$ cat src/rtl/core_interrupt_unit_mc_pkg.sv
// Shared constants and types for the multi-channel core interrupt unit.
package core_interrupt_unit_mc_pkg;

    localparam logic TRUE  = 1'b1;
    localparam logic FALSE = 1'b0;

    // Default parameter values for the interrupt unit and its channel slices
    localparam int unsigned DefaultNumCh      = 4;
    localparam int unsigned DefaultIdW        = 4;
    localparam int unsigned DefaultSyncStages = 2;

    // Core-facing request state: idle or presenting a request to the core
    typedef enum logic {
        KiuIdle    = 1'b0,
        KiuPresent = 1'b1
    } kiu_state_e;

endpackage

$ cat src/rtl/core_interrupt_unit_mc_kiu_channel_capture.sv
// One EIC channel: synchroniser, rising-edge detect, pending bit, captured ID
// and a registered overrun pulse.
module kiu_channel_capture
    import core_interrupt_unit_mc_pkg::*;
#(
    parameter int unsigned ID_W        = DefaultIdW,
    parameter int unsigned SYNC_STAGES = DefaultSyncStages
) (
    input  logic            Sys_Clock,
    input  logic            Sys_Reset,
    input  logic            req_raw,
    input  logic [ID_W-1:0] id_raw,
    input  logic            clear,
    output logic            pending,
    output logic [ID_W-1:0] id,
    output logic            overrun
);

    logic [SYNC_STAGES-1:0] sync_q;
    logic                   last_q;
    logic                   pending_q;
    logic [ID_W-1:0]        id_q;
    logic                   overrun_q;

    logic sync_out;
    logic new_edge;

    assign sync_out = sync_q[SYNC_STAGES-1];
    assign new_edge = sync_out & ~last_q;

    // Synchronise the raw request, detect rising edges and track the pending interrupt
    always_ff @(posedge Sys_Clock or negedge Sys_Reset) begin
        if (!Sys_Reset) begin
            sync_q    <= '0;
            last_q    <= FALSE;
            pending_q <= FALSE;
            id_q      <= '0;
            overrun_q <= FALSE;
        end else begin
            sync_q    <= {sync_q[SYNC_STAGES-2:0], req_raw};
            last_q    <= sync_out;
            // A new edge landing on the load cycle simply re-arms pending; not an overrun
            overrun_q <= new_edge & pending_q & ~clear;
            if (new_edge) begin
                pending_q <= TRUE;
                id_q      <= id_raw;
            end else if (clear) begin
                pending_q <= FALSE;
            end
        end
    end

    assign pending = pending_q;
    assign id      = id_q;
    assign overrun = overrun_q;

endmodule

$ cat src/rtl/core_interrupt_unit_mc.sv
// Multi-channel core interrupt unit: captures EIC requests per channel,
// arbitrates by fixed priority (lowest index wins) and hands one request at a
// time to the core, returning a toggle acknowledge on acceptance.
module core_interrupt_unit_mc
    import core_interrupt_unit_mc_pkg::*;
#(
    parameter int unsigned NUM_CH      = DefaultNumCh,
    parameter int unsigned ID_W        = DefaultIdW,
    parameter int unsigned SYNC_STAGES = DefaultSyncStages,
    localparam int unsigned CH_W       = (NUM_CH > 1) ? $clog2(NUM_CH) : 1
) (
    input  logic                   Sys_Clock,
    input  logic                   Sys_Reset,
    input  logic [NUM_CH-1:0]      EIC_I_Req,
    input  logic [NUM_CH*ID_W-1:0] EIC_I_Id,
    output logic [NUM_CH-1:0]      EIC_I_Ack,
    input  logic [NUM_CH-1:0]      Int_Mask,
    input  logic                   S_Mode_IF,
    output logic                   KIU_I_Req,
    output logic [ID_W-1:0]        KIU_I_Id,
    output logic [CH_W-1:0]        KIU_I_Ch,
    output logic [NUM_CH-1:0]      KIU_Overrun
);

    logic [NUM_CH-1:0] pending;
    logic [NUM_CH-1:0] eligible;
    logic [NUM_CH-1:0] clear;
    logic [ID_W-1:0]   cap_id [NUM_CH];

    logic              win_valid;
    logic [CH_W-1:0]   win_ch;
    logic [ID_W-1:0]   win_id;

    kiu_state_e        state_q;
    logic              req_q;
    logic [ID_W-1:0]   id_q;
    logic [CH_W-1:0]   ch_q;
    logic [NUM_CH-1:0] ack_q;

    for (genvar c = 0; c < NUM_CH; c++) begin : g_ch
        kiu_channel_capture #(
            .ID_W        (ID_W),
            .SYNC_STAGES (SYNC_STAGES)
        ) u_capture (
            .Sys_Clock (Sys_Clock),
            .Sys_Reset (Sys_Reset),
            .req_raw   (EIC_I_Req[c]),
            .id_raw    (EIC_I_Id[c*ID_W +: ID_W]),
            .clear     (clear[c]),
            .pending   (pending[c]),
            .id        (cap_id[c]),
            .overrun   (KIU_Overrun[c])
        );
    end

    assign eligible = pending & ~Int_Mask;

    // Fixed-priority pick: scanning downwards leaves the lowest eligible channel
    always_comb begin
        win_valid = FALSE;
        win_ch    = '0;
        win_id    = '0;
        for (int c = int'(NUM_CH) - 1; c >= 0; c--) begin
            if (eligible[c]) begin
                win_valid = TRUE;
                win_ch    = CH_W'(c);
                win_id    = cap_id[c];
            end
        end
    end

    // Clear the winner's pending bit on the cycle it is loaded towards the core
    always_comb begin
        clear = '0;
        for (int c = 0; c < int'(NUM_CH); c++) begin
            clear[c] = (state_q == KiuIdle) && win_valid && (win_ch == CH_W'(c));
        end
    end

    // Present/accept FSM with registered core-facing outputs and ack toggles
    always_ff @(posedge Sys_Clock or negedge Sys_Reset) begin
        if (!Sys_Reset) begin
            state_q <= KiuIdle;
            req_q   <= FALSE;
            id_q    <= '0;
            ch_q    <= '0;
            ack_q   <= '0;
        end else begin
            unique case (state_q)
                KiuIdle: begin
                    if (win_valid) begin
                        req_q   <= TRUE;
                        id_q    <= win_id;
                        ch_q    <= win_ch;
                        state_q <= KiuPresent;
                    end
                end
                KiuPresent: begin
                    // Held while the IF stage is in supervisor mode
                    if (!S_Mode_IF) begin
                        req_q   <= FALSE;
                        state_q <= KiuIdle;
                        for (int c = 0; c < int'(NUM_CH); c++) begin
                            if (ch_q == CH_W'(c)) begin
                                ack_q[c] <= ~ack_q[c];
                            end
                        end
                    end
                end
            endcase
        end
    end

    assign KIU_I_Req = req_q;
    assign KIU_I_Id  = id_q;
    assign KIU_I_Ch  = ch_q;
    assign EIC_I_Ack = ack_q;

endmodule

$ cat config.mk
export PLATFORM = sky130hd
export DESIGN_NAME = core_interrupt_unit_mc
export DESIGN_NICKNAME = d
export VERILOG_FILES = /design/src/rtl/core_interrupt_unit_mc_pkg.sv /design/src/rtl/core_interrupt_unit_mc_kiu_channel_capture.sv /design/src/rtl/core_interrupt_unit_mc.sv
export SDC_FILE = /design/constraint.sdc
export NUM_CORES = 1
export LEC_CHECK = 0
export ABC_AREA = 1
export CAP_MARGIN = 40
export CORE_ASPECT_RATIO = 0.5
export CORE_MARGIN = 2
export CORE_UTILIZATION = 50
export DETAILED_ROUTE_END_ITERATION = 12
export PLACE_DENSITY = 0.83
export SYNTH_ARGS = -nofsm -noshare
export SYNTH_HDL_FRONTEND = slang
export SYNTH_HIERARCHICAL = 1
export SYNTH_SLANG_ARGS = --single-unit
$ cat constraint.sdc
create_clock -name Sys_Clock -period 1.3 [get_ports Sys_Clock]
set_input_delay 0.26 -clock Sys_Clock [delete_from_list [all_inputs] [get_ports Sys_Clock]]
set_output_delay 0.26 -clock Sys_Clock [all_outputs]
set_load 0.1 [all_outputs]
==> metrics.cfg, run 1 <==
[worst_setup_path]
timing.critical_path.slowest_stage_cell=sky130_fd_sc_hd__clkdlybuf4s50_1
worst_reg2reg_startpoint=g_ch[0].u_capture/pending$_DFFE_PN0P_
critical_path_peak_fanout=5
worst-r2r-setup-slack_ps=110
critPathKind=in2reg
critPathLaunch=Int_Mask[3]
ordered_cell_list_for_the_critical_path=clkdlybuf4s50_1, inv_1, nand2_1, nand2_2, o21ai_4, buf_4, o21ai_0
arrival_ps=1410
worstPathRequired_ps=1480
timing.critical_path.to_type=register
critical_path.startpoint_type=input port
cpPeakStageDelay_ps=490

[layout]
final_design_utilization_pct=72.53
drive_above_1_share_pct=18.55
layout.area.seq_mm2=0.001204
num-nets-final=301
antenna_cells_inserted=0
final_cells=329
syn_to_final_growth_pct=41.91
multi_input_comb_area_um2=669.4
n_fill_cell=268

[sta]
holdWs_ps=358.6
slew_headroom_pct=83.10
worst_pin_slew_ps=253.6
totalNegativeSetupSlack_ps=0
setup_viol=0
skew_ps=3.274
final_hold_viol_count=0
fmax_mhz=816.7
maxSlewViolCount=0
layout_worst_path_cycle_share_pct=94.19
timing.final.crit_period_ps=1224

[clock_network]
clock_sink_count=48
clkTransAtPathRegs_ps=80
clk_root_buffer_cell=sky130_fd_sc_hd__clkbuf_8
total_clock_buffers_created_by_cts=5
cts-htree-levels=2
clock_tree_from_tritoncts=built
clkLatencyLatePin_ps=290
max-clock-path-buffers=2

[logic_synthesis]
synth_cells=217
synth_ff_type=sky130_fd_sc_hd__dfrtp_1
netlist.area_leader.share_pct=61.15
synth.lib_cells_used.distinct=17
seq_area_frac_synth_pct=61.15
edff_count_synth=0
ys_top_cells_by_area=sky130_fd_sc_hd__dfrtp_1, sky130_fd_sc_hd__nand2_1, sky130_fd_sc_hd__nand3_1, sky130_fd_sc_hd__inv_1, sky130_fd_sc_hd__nand2_2
yosys_warnings=6
synth.most_common_cell=sky130_fd_sc_hd__nand2_1
synth_nets=244
synth_top_cell_by_area=sky130_fd_sc_hd__dfrtp_1
mappedNetlistArea_mm2=0.001964
async_flop_share_pct=100.0
syn_avg_cell_area_um2=9.052
post_synth_most_frequent_cells=sky130_fd_sc_hd__nand2_1, sky130_fd_sc_hd__dfrtp_1, sky130_fd_sc_hd__nand3_1
yosys_register_bits=48

[power]
powerDensity_mw_per_mm2=1942
part_of_the_total_power_dissipated_in_combinational_logic_pct=43.4
leakagePower_uw=0.001425
power.net_switching_uw=2239
fin_total_pwr_uw=5414
vdd.ir_drop.worst_mv=1.029
p_int_uw=3175
p_sw_share_pct=41.35
power_frac_clock_pct=19.1
pwr-share-seq_pct=37.4

[global_route]
grt_first_pass_wirelength_mm=6.755
grt_overflow_total=0
first_global_vias=1491
largest_net_degree_at_the_start_of_global_routing=49
grt_use_total_pct=19.32
antenna_found_initial=0

[floorplanning]
io-pin-count=42
die_area_mm2=0.004476
initial_core_util_pct=51.11
dieHeight_um=48.32
floorplan_row_count=16
chipWidth_um=92.64
coreArea_mm2=0.003844

[run]
drv.max_cap_violation_count=0

[placed_design]
hpwlAfterDp_mm=2.960
place.gp.congestion=0.8613
place.detailed.instances=316
io_buffer_count=41

[hold_path]
min-delay-path-class=reg2reg
timing.hold.worst.start=g_ch[3].u_capture/sync_q[0]$_DFF_PN0_

[drt]
route.detailed.drc=0
iteration_0_drc_count_of_the_detailed_router=64
routed-via-count=1617
wirelength_mm=4.086
final_antenna_net_count=0
detailed_routing_iterations_pass_1=4
average_detailed_routed_wire_length_per_instance_um=12.42
via_per_inst=4.915

[status]
run_status=finished clean

==> per-stage QoR <==
step	setup WS, ps	cell area (µm²)
after global placement	-194.9	2633
after CTS	51.08	2750
after floorplan	91.98	1967
after detailed placement	-264.9	2633
final	75.57	2788
after global routing	-22.37	2788
==> cells by family after synthesis <==
family,Yosys count,synth area share [%]
AO/OA/AOI/OAI,9,3.057
buffers and inverters,26,5.159
XOR/XNOR,4,1.783
flip-flops,48,61.15
AND/OR/NAND/NOR,130,28.85
==> registers in the layout, indices dropped and copies added (netlist names) <==
name / count
KIU_I_Req: 1
g_ch.u_capture/sync_q: 8
KIU_I_Id: 4
g_ch.u_capture/overrun: 4
EIC_I_Ack: 4
g_ch.u_capture/pending: 4
KIU_I_Ch: 2
g_ch.u_capture/id: 16
g_ch.u_capture/last_q: 4
state_q: 1
==> final timing paths <==
check,endpoint,cells past startpoint
max in group asynchronous,KIU_I_Ch[1]$_DFFE_PN0P_,3
min in group asynchronous,g_ch[3].u_capture/id[0]$_DFFE_PN0P_,3
setup / recovery,KIU_I_Ch[0]$_DFFE_PN0P_,7
hold reg to reg,g_ch[3].u_capture/sync_q[1]$_DFF_PN0_,0
setup reg to reg,KIU_I_Ch[0]$_DFFE_PN0P_,5
hold / removal,g_ch[3].u_capture/sync_q[1]$_DFF_PN0_,0
==> final cells by class <==
| cell class | instances | share of cell area [%] |
|---|---|---|
| inverter | 25 | 3.366 |
| clock buffer | 6 | 2.603 |
| multi-input combinational | 143 | 24.01 |
| clock inverter | 2 | 1.257 |
| tap | 54 | 2.424 |
| sequential | 48 | 43.18 |
| timing repair buffer | 51 | 23.16 |
==> timing repair <==
action                                  CTS  global route
endpoints found under the setup margin    0             4
hold buffers                              1             0
buffers inserted                          0             4
resized for setup                         0             5
hold endpoints to repair                 48             0
==> power groups by stage <==
stage                     clock (µW)  sequential [µW]  combinational, µW
final                           1040             2030               2350
after global routing            1120             2060               2460
after floorplan                    0             2980                420
after global placement             0             2040               2270
after detailed placement           0             2060               2310
after CTS                       1060             2030               2330
==> per-layer routing <==
metal  global-route usage (%)  part of all wire [%]  vias to the layer above
met4                    5.882                  0.95                        0
met2                    30.41                    51                       38
li1                         -                     -                      792
met3                    4.829                   4.4                        5
met1                    27.00                    44                      782
met5                        0                     0                        -
==> placed cells by master, fill, tap and decap left out, types with 2 or more instances in the layout <==
cell type,n
sky130_fd_sc_hd__nand2_1,70
sky130_fd_sc_hd__dfrtp_1,46
sky130_fd_sc_hd__nand3_1,29
sky130_fd_sc_hd__clkdlybuf4s50_1,25
sky130_fd_sc_hd__inv_1,22
sky130_fd_sc_hd__buf_12,16
sky130_fd_sc_hd__nor2_1,13
sky130_fd_sc_hd__nand2_2,8
sky130_fd_sc_hd__buf_4,8
sky130_fd_sc_hd__clkbuf_8,5
sky130_fd_sc_hd__nor3_1,4
sky130_fd_sc_hd__xnor2_1,4
sky130_fd_sc_hd__o21ai_0,4
sky130_fd_sc_hd__inv_2,3
sky130_fd_sc_hd__dfrtp_2,2
sky130_fd_sc_hd__nand4_1,2
sky130_fd_sc_hd__o21ai_1,2
sky130_fd_sc_hd__nor2_2,2
==> worst max-delay path, delay by kind of cell <==
family,cells,cell delay (ps)
and+or+nand+nor,2,190
AOI/OAI and AO/OA,2,270
buffers and inverters,3,690
No activity file was read; power rests on OpenSTA's default activity.
==> run 2: changes to the inputs <==
- CORE_MARGIN: 2 -> not set
- RECOVER_POWER: not set -> 25
==> metrics.cfg, run 2 (synthesis gave the netlist of run 1 again) <==
[status]
run_status=finished clean

[drt]
final_antenna_net_count=0
metal3_wl_um=153
dr.max_layer_used=met4
route.detailed.drc=0
via_per_inst=4.905
routed-wl-met2_mm=1.894
routed-via-count=1599
average_detailed_routed_wire_length_per_instance_um=12.27
detailed_routing_iterations_pass_1=6
wirelength_mm=3.999
iteration_0_drc_count_of_the_detailed_router=74
routedLengthMet1_mm=1.851

[placed_design]
hpwlAfterDp_mm=2.973
io_buffer_count=41
place.gp.congestion=0.8770

[layout]
syn_to_final_growth_pct=41.34
antenna_cells_inserted=0
largest_reg_flops=16
final_design_utilization_pct=77.45
num-nets-final=301
layout.cells.most_common=sky130_fd_sc_hd__nand2_1
drive_above_1_share_pct=17.82
commonest_cells_after_routing_fill_and_taps_aside=sky130_fd_sc_hd__nand2_1, sky130_fd_sc_hd__dfrtp_1, sky130_fd_sc_hd__nand3_1, sky130_fd_sc_hd__inv_1, sky130_fd_sc_hd__clkdlybuf4s50_1

[hold_path]
min-delay-path-class=reg2reg

[sta]
fmax_mhz=794.4
slew_headroom_pct=72.96
worst_pin_slew_ps=405.5
rsz0062_at_grt=true
maxSlewViolCount=0
setup_viol=0
totalNegativeSetupSlack_ps=0
timing.final.crit_period_ps=1259
skew_ps=5.906
layout_worst_path_cycle_share_pct=96.84
final_hold_viol_count=0

[worst_setup_path]
critical_path.startpoint_type=input port
cpPeakStageDelay_ps=480
critPathMostFrequentCell=sky130_fd_sc_hd__nor2_1
timing.critical_path.buf_inv=3
worstPathRequired_ps=1500
timing.critical_path.slowest_stage_cell=sky130_fd_sc_hd__clkdlybuf4s50_1
worst-r2r-setup-slack_ps=60
critical_path_peak_fanout=7
timing.critical_path.max_delay_family=buffers and inverters
ordered_cell_list_for_the_critical_path=clkdlybuf4s50_1, inv_1, nand2_1, nand2_2, o21ai_4, inv_2, nor2_1, nor2_1
critPathKind=in2reg
arrival_ps=1460
timing.critical_path.to_type=register

[power]
fin_total_pwr_uw=5403
vdd.ir_drop.worst_mv=0.8952
powerDensity_mw_per_mm2=1946
leakagePower_uw=0.001426

[floorplanning]
io-pin-count=42
chipWidth_um=90.64
die_area_mm2=0.004198
initial_core_util_pct=54.80
floorplan_row_count=15
coreArea_mm2=0.003585
dieHeight_um=46.32

[clock_network]
clkLatencyLatePin_ps=310
clock_sink_count=48
clkTransAtPathRegs_ps=80
clock_tree_from_tritoncts=built
cts-htree-levels=2
cts_post_setup_buffers_inserted=0
clk_root_buffer_cell=sky130_fd_sc_hd__clkbuf_8
total_clock_buffers_created_by_cts=5
max-clock-path-buffers=2

[global_route]
grt_first_pass_wirelength_mm=6.513
grt_overflow_total=0
largest_net_degree_at_the_start_of_global_routing=34
first_global_vias=1465
grt_use_total_pct=21.34
antenna_found_initial=0

[run]
drv.max_cap_violation_count=0

## run 2: cell count changes in the layout (fill, tap and decap cells not counted), sizes merged
cell	change
buf	-1
clkbuf	+1
dlygate4sd3	+4
clkdlybuf4s50	-4
## run 2: final timing paths
kind | startpoint | end | cells after the start
max | Int_Mask[3] | KIU_I_Req$_DFFE_PN0P_ | 8
min | g_ch[1].u_capture/sync_q[0]$_DFF_PN0_ | g_ch[1].u_capture/sync_q[1]$_DFF_PN0_ | 0
max reg2reg | g_ch[0].u_capture/pending$_DFFE_PN0P_ | KIU_I_Id[1]$_DFFE_PN0P_ | 6
min reg2reg | g_ch[1].u_capture/sync_q[0]$_DFF_PN0_ | g_ch[1].u_capture/sync_q[1]$_DFF_PN0_ | 0
max in group asynchronous | Sys_Reset | KIU_I_Ch[1]$_DFFE_PN0P_ | 3
min in group asynchronous | Sys_Reset | g_ch[1].u_capture/id[3]$_DFFE_PN0P_ | 2
## run 2: worst reg2reg max path, cell delays in order, from the launching register on
cell	delay (ps)
sky130_fd_sc_hd__dfrtp_1	420
sky130_fd_sc_hd__nand2_2	150
sky130_fd_sc_hd__buf_4	150
sky130_fd_sc_hd__nor2_1	50
sky130_fd_sc_hd__nor3_1	260
sky130_fd_sc_hd__nand2_1	100
sky130_fd_sc_hd__nand2_1	60
## run 2: per-stage QoR
stage	cell area (µm²)	cells	hold slack (ps)	setup slack, ps
6_report	2776	326	352.1	41.14
5_1_grt	2776	326	363.6	-46.50
4_1_cts	2776	326	354.3	63.35
3_5_place_dp	2659	317	196.0	-256.2
3_3_place_gp	2659	317	191.7	-244.0
2_1_floorplan	1967	217	-35.59	91.98
## run 2: repair_timing
| action | in CTS | in global routing |
|---|---|---|
| endpoints found under the setup margin | 0 | 6 |
| hold endpoints to repair | 15 | 0 |
| resized for setup | 0 | 1 |
| hold buffers | 1 | 0 |
## run 2: power by group
part | switching [µW] | internal, µW | total (µW)
Combinational | 1490 | 849 | 2340
Sequential | 265 | 1750 | 2010
Clock | 482 | 571 | 1050
Total | 2240 | 3170 | 5400
## run 2: final cells by class
class | instances | area (µm²)
sequential | 48 | 1204
multi-input combinational | 143 | 661.9
clock inverter | 2 | 35.03
inverter | 25 | 93.84
timing repair buffer | 51 | 645.6
tap | 51 | 63.81
fill | 222 | 808.3
clock buffer | 6 | 72.57
## run 2: per-layer routing
metal / global-route usage (%) / up-vias
met5: 0 / -
met4: 12.58 / 0
met3: 5.776 / 11
met2: 35.91 / 38
met1: 25.96 / 761
li1: - / 789
